--- src/rtl/node_ram_arbiter.sv ---
// node_ram_arbiter
//    Shares one port of the node RAM among NREQ bus masters. Each requester has
//    its own address window, which is selected by the top address bit. Only one
//    transaction is in flight at a time. Winners are picked in IDLE only.
//    A read waits RD_LAT clocks for RAM data. Dropping the bus cycle during a
//    read aborts that read without an ack.
//
//    Optional feature macro: NODE_ARB_ROUND_ROBIN_EN
//       defined   : round-robin winner search starting after the last grant
//       undefined : fixed priority, lowest eligible index wins
//
// Ports
//    clk_i, rst_i   clock, synchronous active-high reset
//    req_cyc_i      per-requester bus cycle
//    req_stb_i      per-requester strobe
//    req_we_i       per-requester write enable
//    req_adr_i      requester i address at [i*AW +: AW]
//    req_dat_i      requester i write data at [i*DW +: DW]
//    req_ack_o      one-hot (or zero) acknowledge
//    req_dat_o      read data, zero outside the acked requester's slice
//    ram_en_o       RAM port enable
//    ram_we_o       RAM port write enable
//    ram_adr_o      RAM address (low RAW bits of the requester address)
//    ram_dat_o      RAM write data
//    ram_dat_i      RAM read data
//    busy_o         a transaction is in progress
//    grant_o        index of the current or most recent winner
module node_ram_arbiter #(
   parameter int unsigned NREQ    = 2,
   parameter int unsigned AW      = 24,
   parameter int unsigned DW      = 8,
   parameter int unsigned RAW     = 17,
   parameter logic [7:0]  WIN_SEL = 8'b10,
   parameter int unsigned RD_LAT  = 3,
   localparam int unsigned GW     = (NREQ > 1) ? $clog2(NREQ) : 1
) (
   input  logic               clk_i,
   input  logic               rst_i,
   input  logic [NREQ-1:0]    req_cyc_i,
   input  logic [NREQ-1:0]    req_stb_i,
   input  logic [NREQ-1:0]    req_we_i,
   input  logic [NREQ*AW-1:0] req_adr_i,
   input  logic [NREQ*DW-1:0] req_dat_i,
   output logic [NREQ-1:0]    req_ack_o,
   output logic [NREQ*DW-1:0] req_dat_o,
   output logic               ram_en_o,
   output logic               ram_we_o,
   output logic [RAW-1:0]     ram_adr_o,
   output logic [DW-1:0]      ram_dat_o,
   input  logic [DW-1:0]      ram_dat_i,
   output logic               busy_o,
   output logic [GW-1:0]      grant_o
);

   typedef enum logic [1:0] {
      S_IDLE     = 2'd0,
      S_WR_ISSUE = 2'd1,
      S_RD_WAIT  = 2'd2,
      S_ACK      = 2'd3
   } state_t;

   state_t              state_q;
   logic [NREQ-1:0]     ack_q;
   logic [NREQ*DW-1:0]  rdat_q;
   logic                ram_en_q;
   logic                ram_we_q;
   logic [RAW-1:0]      ram_adr_q;
   logic [DW-1:0]       ram_dat_q;
   logic [GW-1:0]       grant_q;
   logic [3:0]          cnt_q;

   // Winner candidate for the next IDLE cycle
   logic [NREQ-1:0]     elig;
   logic                win_found_d;
   logic [GW-1:0]       win_idx_d;
   logic                win_we_d;
   logic [RAW-1:0]      win_adr_d;
   logic [DW-1:0]       win_dat_d;
   int unsigned         scan_idx;

   // Address bits above RAW only feed the window decode of the top bit
   logic                adr_unused;
   assign adr_unused = ^req_adr_i;

`ifdef NODE_ARB_ROUND_ROBIN_EN
   logic [GW-1:0]       ptr_q;
`endif

   always_comb begin
      elig = '0;
      for (int unsigned i = 0; i < NREQ; i++) begin
         elig[i] = req_cyc_i[i] & req_stb_i[i] &
                   (req_adr_i[i*AW + AW - 1] == WIN_SEL[i]);
      end
   end

   // Search order: after the last grant (round robin) or from index 0.
   always_comb begin
      win_found_d = 1'b0;
      win_idx_d   = '0;
      win_we_d    = 1'b0;
      win_adr_d   = '0;
      win_dat_d   = '0;
      scan_idx    = 0;
      for (int unsigned k = 0; k < NREQ; k++) begin
`ifdef NODE_ARB_ROUND_ROBIN_EN
         scan_idx = 32'(ptr_q) + 1 + k;
         if (scan_idx >= NREQ) begin
            scan_idx = scan_idx - NREQ;
         end
`else
         scan_idx = k;
`endif
         if (!win_found_d && elig[scan_idx]) begin
            win_found_d = 1'b1;
            win_idx_d   = GW'(scan_idx);
            win_we_d    = req_we_i[scan_idx];
            win_adr_d   = req_adr_i[scan_idx*AW +: RAW];
            win_dat_d   = req_dat_i[scan_idx*DW +: DW];
         end
      end
   end

   always_ff @(posedge clk_i) begin
      if (rst_i) begin
         state_q   <= S_IDLE;
         ack_q     <= '0;
         rdat_q    <= '0;
         ram_en_q  <= 1'b0;
         ram_we_q  <= 1'b0;
         ram_adr_q <= '0;
         ram_dat_q <= '0;
         grant_q   <= '0;
         cnt_q     <= '0;
`ifdef NODE_ARB_ROUND_ROBIN_EN
         ptr_q     <= GW'(NREQ - 1);
`endif
      end else begin
         case (state_q)
            S_IDLE: begin
               if (win_found_d) begin
                  ram_adr_q <= win_adr_d;
                  ram_dat_q <= win_dat_d;
                  ram_we_q  <= win_we_d;
                  ram_en_q  <= 1'b1;
                  grant_q   <= win_idx_d;
                  cnt_q     <= 4'(RD_LAT);
`ifdef NODE_ARB_ROUND_ROBIN_EN
                  ptr_q     <= win_idx_d;
`endif
                  state_q   <= win_we_d ? S_WR_ISSUE : S_RD_WAIT;
               end
            end
            S_WR_ISSUE: begin
               ram_we_q       <= 1'b0;
               ram_en_q       <= 1'b0;
               ack_q[grant_q] <= 1'b1;
               state_q        <= S_ACK;
            end
            S_RD_WAIT: begin
               // A dropped cycle wins over data arrival: the master has gone.
               if (!req_cyc_i[grant_q]) begin
                  ram_en_q <= 1'b0;
                  state_q  <= S_IDLE;
               end else if (cnt_q == 4'd1) begin
                  // rdat_q is all-zero here, so only the winner's slice is loaded
                  rdat_q[grant_q*DW +: DW] <= ram_dat_i;
                  ack_q[grant_q]           <= 1'b1;
                  ram_en_q                 <= 1'b0;
                  state_q                  <= S_ACK;
               end else begin
                  cnt_q <= cnt_q - 4'd1;
               end
            end
            S_ACK: begin
               if (!req_cyc_i[grant_q]) begin
                  ack_q   <= '0;
                  rdat_q  <= '0;
                  state_q <= S_IDLE;
               end
            end
            default: begin
               ack_q    <= '0;
               rdat_q   <= '0;
               ram_en_q <= 1'b0;
               ram_we_q <= 1'b0;
               state_q  <= S_IDLE;
            end
         endcase
      end
   end

   assign req_ack_o = ack_q;
   assign req_dat_o = rdat_q;
   assign ram_en_o  = ram_en_q;
   assign ram_we_o  = ram_we_q;
   assign ram_adr_o = ram_adr_q;
   assign ram_dat_o = ram_dat_q;
   assign grant_o   = grant_q;
   assign busy_o    = (state_q != S_IDLE);

endmodule
--- config.mk ---
export PLATFORM = sky130hd
export DESIGN_NAME = node_ram_arbiter
export DESIGN_NICKNAME = d
export VERILOG_FILES = /design/src/rtl/node_ram_arbiter.sv
export SDC_FILE = /design/constraint.sdc
export NUM_CORES = 1
export LEC_CHECK = 0
export BUFFER_PORTS_ARGS = -buffer_cell sky130_fd_sc_hd__buf_4
export CORE_AREA = 3 3 102 104
export CTS_CLUSTER_DIAMETER = 30
export DETAILED_ROUTE_END_ITERATION = 6
export DIE_AREA = 0 0 105 107
export HOLD_SLACK_MARGIN = 0.02
export SLEW_MARGIN = 20
export SYNTH_ARGS = -nofsm -noshare
export SYNTH_HDL_FRONTEND = slang
export SYNTH_SLANG_ARGS = --single-unit
--- constraint.sdc ---
create_clock -name clk_i -period 1.7 [get_ports clk_i]
set_input_delay 0.085 -clock clk_i [delete_from_list [all_inputs] [get_ports clk_i]]
set_output_delay 0.085 -clock clk_i [all_outputs]
set_load 0.05 [all_outputs]
Word-level counts from Yosys, hierarchy flattened

Cells that the tools add are included.

Logic and storage cells: 85
Register bits: 52
Output and inout port bits: 47
Input port bits: 80

Magnitude comparators: 2
$add $sub $neg: 2
Reductions and logical operators: 17
Mux-type cells: 37
Bitwise gates (word level): 6
Equal/unequal tests: 10
Shift-type cells: 2

Operators with widths:

| kind                                                                    | count |
|---|---|
| 16-bit 2-to-1 mux                                                       | 3 |
| 17-bit 2-to-1 mux                                                       | 2 |
| 4-bit negation with 34-bit output                                       | 1 |
| 8-bit by 34-bit variable shift with 16-bit output, first input constant | 1 |
| 8-bit by 34-bit indexed part select with 16-bit output                  | 1 |
| 16-bit one-hot mux with 2 select lines                                  | 1 |
| 16-bit bitwise mux                                                      | 1 |
| 8-bit 2-to-1 mux                                                        | 2 |
| 2-bit 2-to-1 mux                                                        | 7 |
| 1-bit 2-to-1 mux                                                        | 12 |
| 4-bit 2-to-1 mux                                                        | 3 |
| 4-bit AND reduction                                                     | 3 |
| 2-bit != test, second input constant                                    | 5 |
| 2-bit one-hot mux with 4 select lines                                   | 1 |
| 4-bit one-hot mux with 2 select lines                                   | 1 |
| 2-bit nonzero test                                                      | 4 |
| 2-bit one-hot mux with 3 select lines                                   | 1 |
| 3-bit AND reduction                                                     | 2 |
| 3-bit nonzero test                                                      | 2 |
| 1-bit bitwise AND                                                       | 4 |
| 2-bit == test, second input constant                                    | 2 |
| 4-bit by 1-bit == test with 1-bit output, second input constant         | 1 |
| 2-bit AND reduction                                                     | 2 |
| 4-bit by 1-bit subtractor with 4-bit output, second input constant      | 1 |
| 12 further kinds                                                        | 13 |

Depth between registers and ports, before layout

Gate-level depths: netlist (run 1).

Depth in word-level cells: 9
Mapped depth: 8
Mapped depth without buffers: 6

Worst setup path before layout (run 1)

No wires, ideal clock.

Path kind: register to register
From: reg grant_q, in the netlist grant_o
To: reg rdat_q[14], in the netlist req_dat_o[14]
Slack: -432 ps
Path buffers: 3
Data arrival time: 2000 ps
Stages on the path, launching flop included: 8
Library setup time: 132 ps
Period minus slack after synthesis: 2132 ps
Cell sequence: dfxtp_1 > buf_2 > mux2_4 > or3_1 > buf_2 > buf_6 > nand3_1 > a21oi_1

Cells in the longest elaborated chain, start to end: 6
Elaborated cells between the ends (all ways): 12

Ends and longest elaborated chain:

| what                                                                                                                               | line | text |
|---|---|---|
| start: declaration                                                                                                                 | 69   | `logic [GW-1:0] grant_q;` |
| start signal: assignment                                                                                                           | 146  | `grant_q <= win_idx_d;` |
| 4-bit negation with 34-bit output                                                                                                  | 167  | `rdat_q[grant_q*DW +: DW] <= ram_dat_i;` |
| 8-bit by 34-bit indexed part select with 16-bit output / 8-bit by 34-bit variable shift with 16-bit output (equally long branches) | 167  |  |
| 16-bit bitwise mux                                                                                                                 | 167  |  |
| 16-bit 2-to-1 mux                                                                                                                  | 165  | `end else if (cnt_q == 4'd1) begin` |
| 16-bit 2-to-1 mux                                                                                                                  | 162  | `if (!req_cyc_i[grant_q]) begin` |
| 16-bit one-hot mux with 2 select lines                                                                                             | 139  | `case (state_q)` |
| end signal: indexed assignment                                                                                                     | 167  |  |
| end: declaration                                                                                                                   | 64   | `logic [NREQ*DW-1:0] rdat_q;` |

Several ways; a longest one is shown, not always the timed one. The select of a mux whose other input is x is not followed.
A chain may end at the register's enable or synchronous reset.

Final worst setup path (run 1)

From: reg cnt_q[1]
To: reg rdat_q[1], in the netlist req_dat_o[1]

Cells in the longest elaborated chain, start to end: 3

Ends and longest elaborated chain:

| what                                     | line | text |
|---|---|---|
| start: declaration                       | 70   | `logic [3:0] cnt_q;` |
| start signal: assignment                 | 147  | `cnt_q <= 4'(RD_LAT);` |
| start signal: assignment                 | 172  | `cnt_q <= cnt_q - 4'd1;` |
| 4-bit by 1-bit == test with 1-bit output | 165  |  |
| 2-bit != test (no line)                  | -    |  |
| 4-bit AND reduction (no line)            | -    |  |

No other way between the ends.

==> reports/metrics.csv, run 1 <==
stage,metric,value,unit
finish,layout cells sized above 1,0.504,
synth,top_reg_cell synth,dfxtp_1,
setup_path,critical path class,flop to flop,
power_and_ir_drop,clock share of power,0.141,
floorplanning,die width,105,um
setup_path,slowest stage cell on the critical path,or4_4,
finish,most frequent cells in the layout,"buf_4 (135), dfxtp_1 (48), a21oi_1 (42)",
floorplanning,Initial Util,0.249,
setup_path,CP Max Fanout,8,
sta,final worst-path cycle share,1.03,
clock_network,cts bufs inserted,5,
grt,largest net degree at the start of global routing,27,
setup_path,WP data arrival,1930,ps
worst_hold_path,worst min-delay path class,input pin to flop,
setup_path,crit start category,flop,
grt,grt ovf,0,
power_and_ir_drop,Internal,2.85,mW
clock_network,Clock Latency Late Sink,310,ps
finish,Area Overhead vs Synth,61.1,%
sta,final worst setup slack,-44.4,ps
setup_path,Setup crit end kind,flop,
finish,ANT cells,0,
routing,drt drc,0,
grt,Total GRT Usage,0.138,
synth,Post-synth EDFFs,0,
sta,hold_ws,45.0,ps
routing,total wire length,7950,um
sta,Slew @ Worst Pin,469,ps
finish,"commonest non-fill, non-tap cell in the layout",buf_4,
synth,sequential area share after synthesis,0.434,
setup_path,CP Cell Sequence,inv_2 > ha_4 > or3b_4 > or4_4 > nand3_2 > a21oi_2,
synth,Yosys cell types,42,
setup_path,CP peak stage delay,530,ps
placed_design,Place WS,-183,ps
sta,final hold vios,0,
grt,antenna violations before repair,0,
grt,first-pass GRT wire length,12700,um
run,maxcap violations,0,
clock_network,# hold bufs at CTS,0,
placed_design,HPWL Detailed,6030,um
finish,nets,492,
floorplanning,die area,11200,sq um
synth,Synth async-reset ratio,0,
placed_design,PortBufs,114,
synth,syn_nets,367,
routing,Detail Route Antenna Nets,0,
run_status,status,finished with violations,
routing,first-iteration detailed-routing DRC count,67,
sta,Slew Limit Fails,0,
power_and_ir_drop,Leak,1.60,nW
clock_network,root buf cell,clkbuf_8,
clock_network,TritonCTS sink count,52,
finish,fill cell count,1012,
routing,Vias/cell,4.86,
run_status,failing checks,negative setup slack,
setup_path,Critical Path RT,1880,ps
floorplanning,Die Ht,107,um
power_and_ir_drop,Reg power frac,0.302,
power_and_ir_drop,PwrDens,1340,nW/um^2
synth,syn_area_per_cell,8.53,sq um
sta,f_max,573,MHz
routing,DRT Pass-1 Iters,4,
floorplanning,core area,9640,sq um
sta,unrepaired setup endpoints after global routing,true,
power_and_ir_drop,Sw Pwr,2.31,mW
power_and_ir_drop,Gate power share,0.557,
sta,setup violators final,10,
floorplanning,Rows,36,
clock_network,clk slew on worst S/H paths,90,ps
floorplanning,IO Count,127,
synth,#FFs+latches synth,52,
sta,Relative slew margins,0.687,
power_and_ir_drop,Max rail drop VDD,0.566,mV
routing,WL/cell,14.7,um
placed_design,Final Wtd Congestion,0.838,
synth,synthesized instance count,281,
power_and_ir_drop,sw frac,0.448,
synth,YS warnings,0,
clock_network,CTS tree,yes,
sta,Final min period,1740,ps
routing,via count,2623,
clock_network,H-tree levels,2,
clock_network,Clock Path Buffers,2,
sta,clock skew,13.9,ps
grt,vias in the first global route,2649,
synth,post-synthesis instance area,2400,sq um
==> power by group through the flow <==
stage / registers, mW / logic, mW / clock network [mW]
floorplan: 2.08 / 1.16 / 0
global placement: 1.57 / 2.57 / 0
detailed placement: 1.57 / 2.60 / 0
CTS: 1.55 / 2.73 / 0.754
global route: 1.58 / 3.12 / 0.805
finish: 1.56 / 2.88 / 0.728
==> layout make-up <==
class / count / area (sq um) / area share
clock buffer: 5 / 68.8 / 0.0178
sequential: 52 / 1050 / 0.272
multi-input combinational: 196 / 1390 / 0.360
timing repair buffer: 142 / 1130 / 0.292
clock inverter: 3 / 22.5 / 0.00583
tap: 133 / 166 / 0.0431
inverter: 9 / 37.5 / 0.00972
==> cell usage after synthesis, drive strengths merged (4+ instances only) <==
cell type / instances / area [sq um]
clkbuf: 15 / 56.3
a31oi: 5 / 31.3
buf: 9 / 61.3
nand2: 20 / 75.1
ha: 6 / 75.1
nand3: 19 / 135
or3: 4 / 25.0
nor2: 5 / 18.8
dfxtp: 52 / 1040
a21oi: 50 / 250
o22ai: 25 / 156
inv: 9 / 33.8
o21ai: 29 / 145
==> per-layer routing <==
layer | vias up | GRT usage | share of wire
li1 | 1294 | - | -
met1 | 1215 | 0.165 | 0.42
met2 | 109 | 0.241 | 0.49
met3 | 5 | 0.0446 | 0.085
met4 | 0 | 0.0300 | 0.0062
met5 | - | 0 | 0
==> registers in the layout, indices dropped and copies added (netlist names) <==
register / count
req_dat_o: 16
cnt_q: 4
ram_dat_o: 8
ram_adr_o: 17
ram_we_o: 1
grant_o: 1
req_ack_o: 2
ram_en_o: 1
state_q: 2
==> cells by family after synthesis <==
family / after synthesis / synth area share
muxes: 2 / 0.0104
DFF: 52 / 0.434
buffers and inverters: 33 / 0.0632
adders and majority gates: 6 / 0.0313
and+or+nand+nor: 65 / 0.166
AOI/OAI and AO/OA: 123 / 0.295
==> critical path: cells and delay by family (launching register included) <==
kind / cells / cell delay [ps]
simple gates: 3 / 1070
flops: 1 / 330
fa+ha+maj: 1 / 120
buf+inv: 1 / 70
compound gates: 1 / 50
==> worst paths after layout <==
path | cells after the start | start | endpoint | slack [ps]
setup reg to reg | 6 | cnt_q[1] | req_dat_o[1] | -40
hold / removal | 3 | ram_dat_i[7] | req_dat_o[15] | 50
hold reg to reg | 2 | req_dat_o[1] | req_dat_o[1] | 470
setup / recovery | 6 | cnt_q[1] | req_dat_o[1] | -40
==> metrics by stage <==
stage               utilization  std cells  total power [mW]  area, sq um  setup TNS [ps]
floorplan                     -        281              3.24         2490           -1810
finish                    0.400        540              5.16         3860            -350
detailed placement        0.374        530              4.17         3610           -2820
global placement          0.374        530              4.14         3610           -2140
CTS                       0.390        540              5.04         3760            -199
global route              0.400        540              5.50         3860           -1610
==> timing repair <==
| item | CTS | global route |
|---|---|---|
| setup buffers | 2 | 0 |
| endpoints found under the setup margin | 32 | 32 |
| pin swaps | 13 | 14 |
| gates resized for setup | 9 | 26 |
Power figures use the tool's default switching activity.
==> run 2: changes to the inputs <==
--- a/config.mk
+++ b/config.mk
@@ -10,7 +10,7 @@
 export CTS_CLUSTER_DIAMETER = 30
 export DETAILED_ROUTE_END_ITERATION = 6
 export DIE_AREA = 0 0 105 107
-export HOLD_SLACK_MARGIN = 0.02
+export HOLD_SLACK_MARGIN = 0.05
 export SLEW_MARGIN = 20
 export SYNTH_ARGS = -nofsm -noshare
 export SYNTH_HDL_FRONTEND = slang
==> run 2 against run 1 <==
Compared with the run above: the run still ends with negative setup slack left; clock power hardly changed; sequential power barely moved; design area up 2.3%; sequential share of layout area is 0.62 points lower; worst hold slack better by 14 ps; core utilization is 0.93 points higher; via count is 1.3% higher; register-to-register slack about the same; total power is 0.37% higher; highest routed layer unchanged.
==> reports/metrics.csv, run 2 (synthesis gave the netlist of run 1 again) <==
stage,metric,value,unit,change
run_status,status,finished with violations,,
run_status,failing checks,negative setup slack,,
power_and_ir_drop,Gate power share,0.558,,about the same
clock_network,cts bufs inserted,5,,unchanged
power_and_ir_drop,sw frac,0.447,,-0.000540
finish,"commonest non-fill, non-tap cell in the layout",buf_4,,
power_and_ir_drop,Reg power frac,0.301,,about the same
finish,nets,501,,+1.8%
floorplanning,Die Ht,107,um,unchanged
worst_hold_path,worst min-delay path class,input pin to flop,,
power_and_ir_drop,Leak,1.64,nW,+2.4%
sta,Slew Limit Fails,0,,unchanged
grt,Total GRT Usage,0.140,,+0.00190
sta,unrepaired setup endpoints after global routing,true,,
sta,Slew @ Worst Pin,469,ps,+0.0978 ps
finish,ANT cells,0,,unchanged
sta,setup_tns,-344,ps,+5.43 ps
setup_path,CP peak stage delay,530,ps,about the same
grt,largest net degree at the start of global routing,27,,unchanged
run,maxcap violations,0,,unchanged
floorplanning,IO Count,127,,unchanged
clock_network,Clock Latency Late Sink,310,ps,about the same
floorplanning,die area,11200,sq um,unchanged
routing,first-iteration detailed-routing DRC count,63,,-6.0%
sta,final worst-path cycle share,1.03,,about the same
floorplanning,Initial Util,0.249,,unchanged
clock_network,H-tree levels,2,,unchanged
grt,grt ovf,0,,unchanged
routing,DRT Pass-1 Iters,4,,unchanged
sta,final worst setup slack,-44.2,ps,+0.175 ps
clock_network,root buf cell,clkbuf_8,,
power_and_ir_drop,Sw Pwr,2.32,mW,+0.25%
clock_network,clk slew on worst S/H paths,100,ps,about the same
routing,via count,2656,,+1.3%
finish,Final Util,0.410,,+0.00935
placed_design,HPWL Detailed,6030,um,unchanged
routing,drt drc,0,,unchanged
placed_design,Final Wtd Congestion,0.838,,unchanged
power_and_ir_drop,Max rail drop VDD,0.566,mV,+0.14%
setup_path,crit start category,flop,,
routing,total wire length,8090,um,+1.9%
clock_network,Clock Path Buffers,2,,unchanged
sta,Final min period,1740,ps,-0.175 ps
sta,Relative slew margins,0.687,,about the same
power_and_ir_drop,PwrDens,1310,nW/um^2,-1.9%
floorplanning,core area,9640,sq um,unchanged
finish,Area Overhead vs Synth,64.9,%,
finish,most frequent cells in the layout,"buf_4 (135), dfxtp_1 (48), a21oi_1 (42)",,
clock_network,CTS tree,yes,,
routing,WL/cell,14.7,um,+0.18%
sta,final hold vios,0,,unchanged
sta,setup violators final,10,,unchanged
power_and_ir_drop,Internal,2.86,mW,+0.47%
setup_path,Setup crit end kind,flop,,
setup_path,CP Max Fanout,8,,unchanged
setup_path,Critical Path RT,1880,ps,about the same
grt,vias in the first global route,2694,,+1.7%
placed_design,PortBufs,114,,unchanged
grt,antenna violations before repair,0,,unchanged
finish,Largest register FFs,17,,unchanged
setup_path,slowest stage cell on the critical path,or4_4,,
power_and_ir_drop,Tot Pwr,5.18,mW,+0.37%
routing,Vias/cell,4.84,,-0.40%
grt,first-pass GRT wire length,12900,um,+1.6%
setup_path,critical path class,flop to flop,,
setup_path,WP data arrival,1930,ps,about the same
floorplanning,die width,105,um,unchanged
clock_network,TritonCTS sink count,52,,unchanged
sta,f_max,573,MHz,about the same
setup_path,CP Cell Sequence,inv_2 > ha_4 > or3b_4 > or4_4 > nand3_2 > a21oi_2,,
power_and_ir_drop,clock share of power,0.141,,about the same
sta,clock skew,14.0,ps,+0.165 ps
routing,Detail Route Antenna Nets,0,,unchanged
floorplanning,Rows,36,,unchanged
finish,layout cells sized above 1,0.493,,-0.0109
## run 2: worst max-delay path, delay by kind of cell, from the launching register on
kind | cells | cell delay, ps
adders and majority gates | 1 | 120
DFF | 1 | 330
buffers and inverters | 1 | 70
AOI/OAI and AO/OA | 1 | 50
and+or+nand+nor | 3 | 1070
## run 2: final timing paths
check | startpoint | cells after the start | to | slack (ps)
setup / recovery | cnt_q[1] | 6 | req_dat_o[1] | -40
setup reg to reg | cnt_q[1] | 6 | req_dat_o[1] | -40
hold / removal | req_adr_i[40] | 3 | ram_adr_o[16] | 60
hold reg to reg | req_dat_o[1] | 2 | req_dat_o[1] | 470
## run 2: layer usage
metal	track usage	vias up	wire (um)
met5	0	-	0
met4	0.0300	0	49
met3	0.0427	5	659
met2	0.246	109	3970
met1	0.168	1229	3410
li1	-	1313	-
## run 2: final cells by class
class	count	area, sq um
well taps	133	166
multi-input cells	196	1390
clock buffers	5	68.8
clock inverters	3	22.5
inverters	9	37.5
repair buffers	151	1220
fillers	996	5690
flip-flops and latches	52	1050
## run 2: timing repair
action                     CTS  global route
hold endpoints to repair    11             2
setup buffers                2             0
pin swaps                   13            15
hold buffers                 8             1
setup endpoints to repair   32            32
gates resized for setup      9            26
## run 2: power groups by stage
stage | registers, mW | clock network, mW | logic [mW]
6_report | 1.56 | 0.730 | 2.89
5_1_grt | 1.58 | 0.806 | 3.14
4_1_cts | 1.55 | 0.754 | 2.75
3_5_place_dp | 1.57 | 0 | 2.60
3_3_place_gp | 1.57 | 0 | 2.57
2_1_floorplan | 2.08 | 0 | 1.16
## run 2: stage by stage
stage	area [sq um]	setup slack, ps	std cells	hold WS, ps
final	3950	-44.2	549	58.8
after global routing	3950	-103	549	53.9
after CTS	3840	-26.0	548	50.3
after detailed placement	3610	-183	530	356
after global placement	3610	-133	530	350
after floorplan	2490	-139	281	221
==> run 3: changes to the inputs <==
--- a/config.mk
+++ b/config.mk
@@ -5,12 +5,16 @@
 export SDC_FILE = /design/constraint.sdc
 export NUM_CORES = 1
 export LEC_CHECK = 0
+export ABC_AREA = 1
 export BUFFER_PORTS_ARGS = -buffer_cell sky130_fd_sc_hd__buf_4
-export CORE_AREA = 3 3 102 104
+export CELL_PAD_IN_SITES_DETAIL_PLACEMENT = 1
+export CELL_PAD_IN_SITES_GLOBAL_PLACEMENT = 1
+export CORE_AREA = 3 3 103 105
 export CTS_CLUSTER_DIAMETER = 30
 export DETAILED_ROUTE_END_ITERATION = 6
-export DIE_AREA = 0 0 105 107
+export DIE_AREA = 0 0 106 108
 export HOLD_SLACK_MARGIN = 0.05
+export PLACE_DENSITY_LB_ADDON = 0.1
 export SLEW_MARGIN = 20
 export SYNTH_ARGS = -nofsm -noshare
 export SYNTH_HDL_FRONTEND = slang
==> run 3 against run 2 <==
Compared with the run above: the run now ends clean; clock power grew 2%; global-route usage grew 1.2 points; count of clock-buffer cells in the layout is the same; synthesized cell count grew 19%; total power shrank 3.2%; critical endpoint is now ram_adr_o[15].
==> reports/metrics.csv, run 3 <==
stage,metric,value,unit,change
routing,via count,2836,,+6.8%
floorplanning,IO Count,127,,unchanged
setup_path,R2R cell count,8,,+2
routing,drt drc,0,,unchanged
placed_design,PortBufs,114,,unchanged
setup_path,Setup crit end kind,flop,,
sta,f_max,623,MHz,+8.6%
synth,Synth top area share,0.430,,-0.00427
clock_network,cts bufs inserted,5,,unchanged
setup_path,CP Max Fanout,12,,+4
synth,post-synthesis instance area,2420,sq um,+0.99%
floorplanning,die area,11400,sq um,+1.9%
placed_design,placed cell count,584,,+10%
worst_hold_path,hold path depth,3,,unchanged
sta,clock skew,7.35,ps,-6.68 ps
grt,antenna violations before repair,0,,unchanged
finish,Area Overhead vs Synth,73.3,%,
setup_path,WP depth,8,,+2
floorplanning,die width,106,um,+0.95%
synth,synth top area cells,"dfxtp_1 (43%), nand2_1 (18%), nand3_1 (6.6%)",,
power_and_ir_drop,PwrDens,1200,nW/um^2,-8.8%
sta,Relative slew margins,0.805,,+0.118
grt,first-pass GRT wire length,14200,um,+11%
power_and_ir_drop,Internal,2.74,mW,-4.3%
routing,DRT Pass-1 Iters,4,,unchanged
clock_network,Clock Path Buffers,2,,unchanged
finish,ANT cells,0,,unchanged
synth,Synth async-reset ratio,0,,unchanged
finish,"commonest non-fill, non-tap cell in the layout",buf_4,,
synth,top_reg_cell synth,dfxtp_1,,
power_and_ir_drop,Leak,1.82,nW,+11%
synth,cell taking the most area after synthesis,dfxtp_1,,
setup_path,WP buf/inv,4,,+3
grt,Total GRT Usage,0.152,,+0.0123
clock_network,clk slew on worst S/H paths,100,ps,about the same
synth,#FFs+latches synth,52,,unchanged
synth,YS warnings,0,,unchanged
power_and_ir_drop,Max rail drop VDD,0.515,mV,-9.1%
finish,nets,597,,+19%
finish,layout cells sized above 1,0.328,,-0.165
setup_path,Critical Path RT,1920,ps,+40 ps
power_and_ir_drop,sw frac,0.454,,+0.00618
finish,Largest register FFs,17,,unchanged
setup_path,critical path class,flop to flop,,
sta,setup_tns,0,ps,+344 ps
power_and_ir_drop,clock share of power,0.148,,+0.007
setup_path,slowest stage cell on the critical path,dfxtp_2,,
power_and_ir_drop,Sw Pwr,2.27,mW,-1.9%
routing,total wire length,8940,um,+10%
sta,final hold vios,0,,unchanged
sta,Final min period,1610,ps,-139 ps
setup_path,WP data arrival,1830,ps,-100 ps
synth,Post-synth EDFFs,0,,unchanged
synth,Yosys cell types,25,,-40%
clock_network,root buf cell,clkbuf_8,,
setup_path,CP peak stage delay,360,ps,-170 ps
worst_hold_path,worst min-delay path class,input pin to flop,,
finish,most frequent cells in the layout,"buf_4 (127), nand2_1 (119), dfxtp_1 (51)",,
synth,"count leader, synth",nand2_1,,
power_and_ir_drop,Gate power share,0.543,,-0.015
routing,first-iteration detailed-routing DRC count,44,,-30%
power_and_ir_drop,Reg power frac,0.308,,+0.007
run_status,status,"finished, final reports clean",,
synth,syn_area_per_cell,7.22,sq um,-15%
sta,hold_ws,61.5,ps,+2.70 ps
grt,grt ovf,0,,unchanged
finish,final cell count without fillers,645,,+17%
floorplanning,Rows,36,,unchanged
floorplanning,core area,9730,sq um,+0.93%
grt,vias in the first global route,2989,,+11%
floorplanning,Die Ht,108,um,+0.93%
sta,Slew @ Worst Pin,292,ps,-177 ps
synth,Post-synth top cells,"nand2_1 (119), dfxtp_1 (52), nand3_1 (32)",,
run,maxcap violations,0,,unchanged
floorplanning,Initial Util,0.249,,about the same
synth,sequential area share after synthesis,0.430,,-0.00427
clock_network,Clock Latency Late Sink,310,ps,about the same
setup_path,CP Cell Sequence,inv_1 > ha_2 > inv_2 > buf_4 > nor2_4 > buf_12 > nand2_1 > a31oi_2,,
setup_path,"CP delay by family, top",buffers and inverters,,
finish,area occupied by multi-input gates,1250,sq um,-10%
finish,storage element area,1040,sq um,-0.60%
routing,Detail Route Antenna Nets,0,,unchanged
grt,largest net degree at the start of global routing,24,,-11%
synth,synthesized instance count,335,,+19%
clock_network,H-tree levels,2,,unchanged
setup_path,crit start category,flop,,
finish,fill cell count,1220,,+22%
placed_design,HPWL Detailed,6020,um,-0.25%
clock_network,TritonCTS sink count,52,,unchanged
sta,setup violators final,0,,-10
routing,WL/cell,13.9,um,-6.0%
placed_design,Final Wtd Congestion,0.756,,-9.8%
sta,final worst-path cycle share,0.944,,-0.0816
synth,syn_nets,421,,+15%
routing,Vias/cell,4.40,,-9.1%
clock_network,CTS tree,yes,,
sta,Slew Limit Fails,0,,unchanged
## run 3: cell types whose count changed after synthesis, sizes merged, moves of 10 or more
cell and delta:
nand2 +105, o21ai -25, o22ai -25, a21oi -19
a31oi +18, nand3 +16, nor2 +15, inv +12
clkbuf -10
## run 3: final cells by class
class | instances | area share
clock buffers | 5 | 0.0164
clock inverters | 3 | 0.00507
inverters | 22 | 0.0197
multi-input cells | 248 | 0.298
flip-flops and latches | 52 | 0.249
well taps | 133 | 0.0397
repair buffers | 182 | 0.373
## run 3: per-layer routing
metal / vias to the layer above / share of wire / global-route usage
li1: 1444 / - / -
met1: 1310 / 0.43 / 0.183
met3: 9 / 0.058 / 0.0424
met5: - / 0 / 0
met4: 0 / 0.013 / 0.0389
met2: 73 / 0.50 / 0.268
## run 3: final timing paths
| path | slack, ps | to | startpoint |
|---|---|---|---|
| worst max-delay path | 90 | ram_adr_o[15] | state_q[1] |
| worst min register to register | 450 | ram_en_o | ram_en_o |
| worst max register to register | 90 | ram_adr_o[15] | state_q[1] |
| worst min-delay path | 60 | ram_adr_o[11] | req_adr_i[11] |
## run 3: what timing repair did
item | CTS | global route
hold buffers | 50 | 0
resized for setup | 0 | 7
endpoints found under the hold margin | 30 | 0
buffers inserted | 0 | 1
setup endpoints to repair | 0 | 44
## run 3: tightest hold or removal path, stage by stage
cell and delay, ps:
buf_4 110, nand2_1 60, a31oi_1 70
## run 3: logic make-up after synthesis
| logic type | after synthesis | synth area share |
|---|---|---|
| xor gates and xnor gates | 1 | 0.00362 |
| AOI/OAI and AO/OA | 60 | 0.141 |
| adders and majority gates | 6 | 0.0310 |
| DFF | 52 | 0.430 |
| and+or+nand+nor | 181 | 0.328 |
| buffers and inverters | 35 | 0.0657 |
## run 3: per-stage QoR
| step | utilization | instance area [sq um] | setup WS [ps] | power (mW) |
|---|---|---|---|---|
| 2_1_floorplan | - | 2420 | 87.1 | 3.32 |
| 4_1_cts | 0.422 | 4110 | 23.9 | 5.04 |
| 5_1_grt | 0.431 | 4190 | -1.87 | 5.46 |
| 3_3_place_gp | 0.361 | 3520 | 121 | 4.15 |
| 6_report | 0.431 | 4190 | 94.4 | 5.01 |
| 3_5_place_dp | 0.361 | 3520 | 56.0 | 4.17 |
## run 3: power groups by stage
stage	Combinational (mW)	Clock [mW]	Sequential, mW
finish	2.73	0.743	1.55
global route	3.04	0.843	1.58
CTS	2.70	0.798	1.55
detailed placement	2.60	0	1.57
global placement	2.59	0	1.56
floorplan	1.29	0	2.03
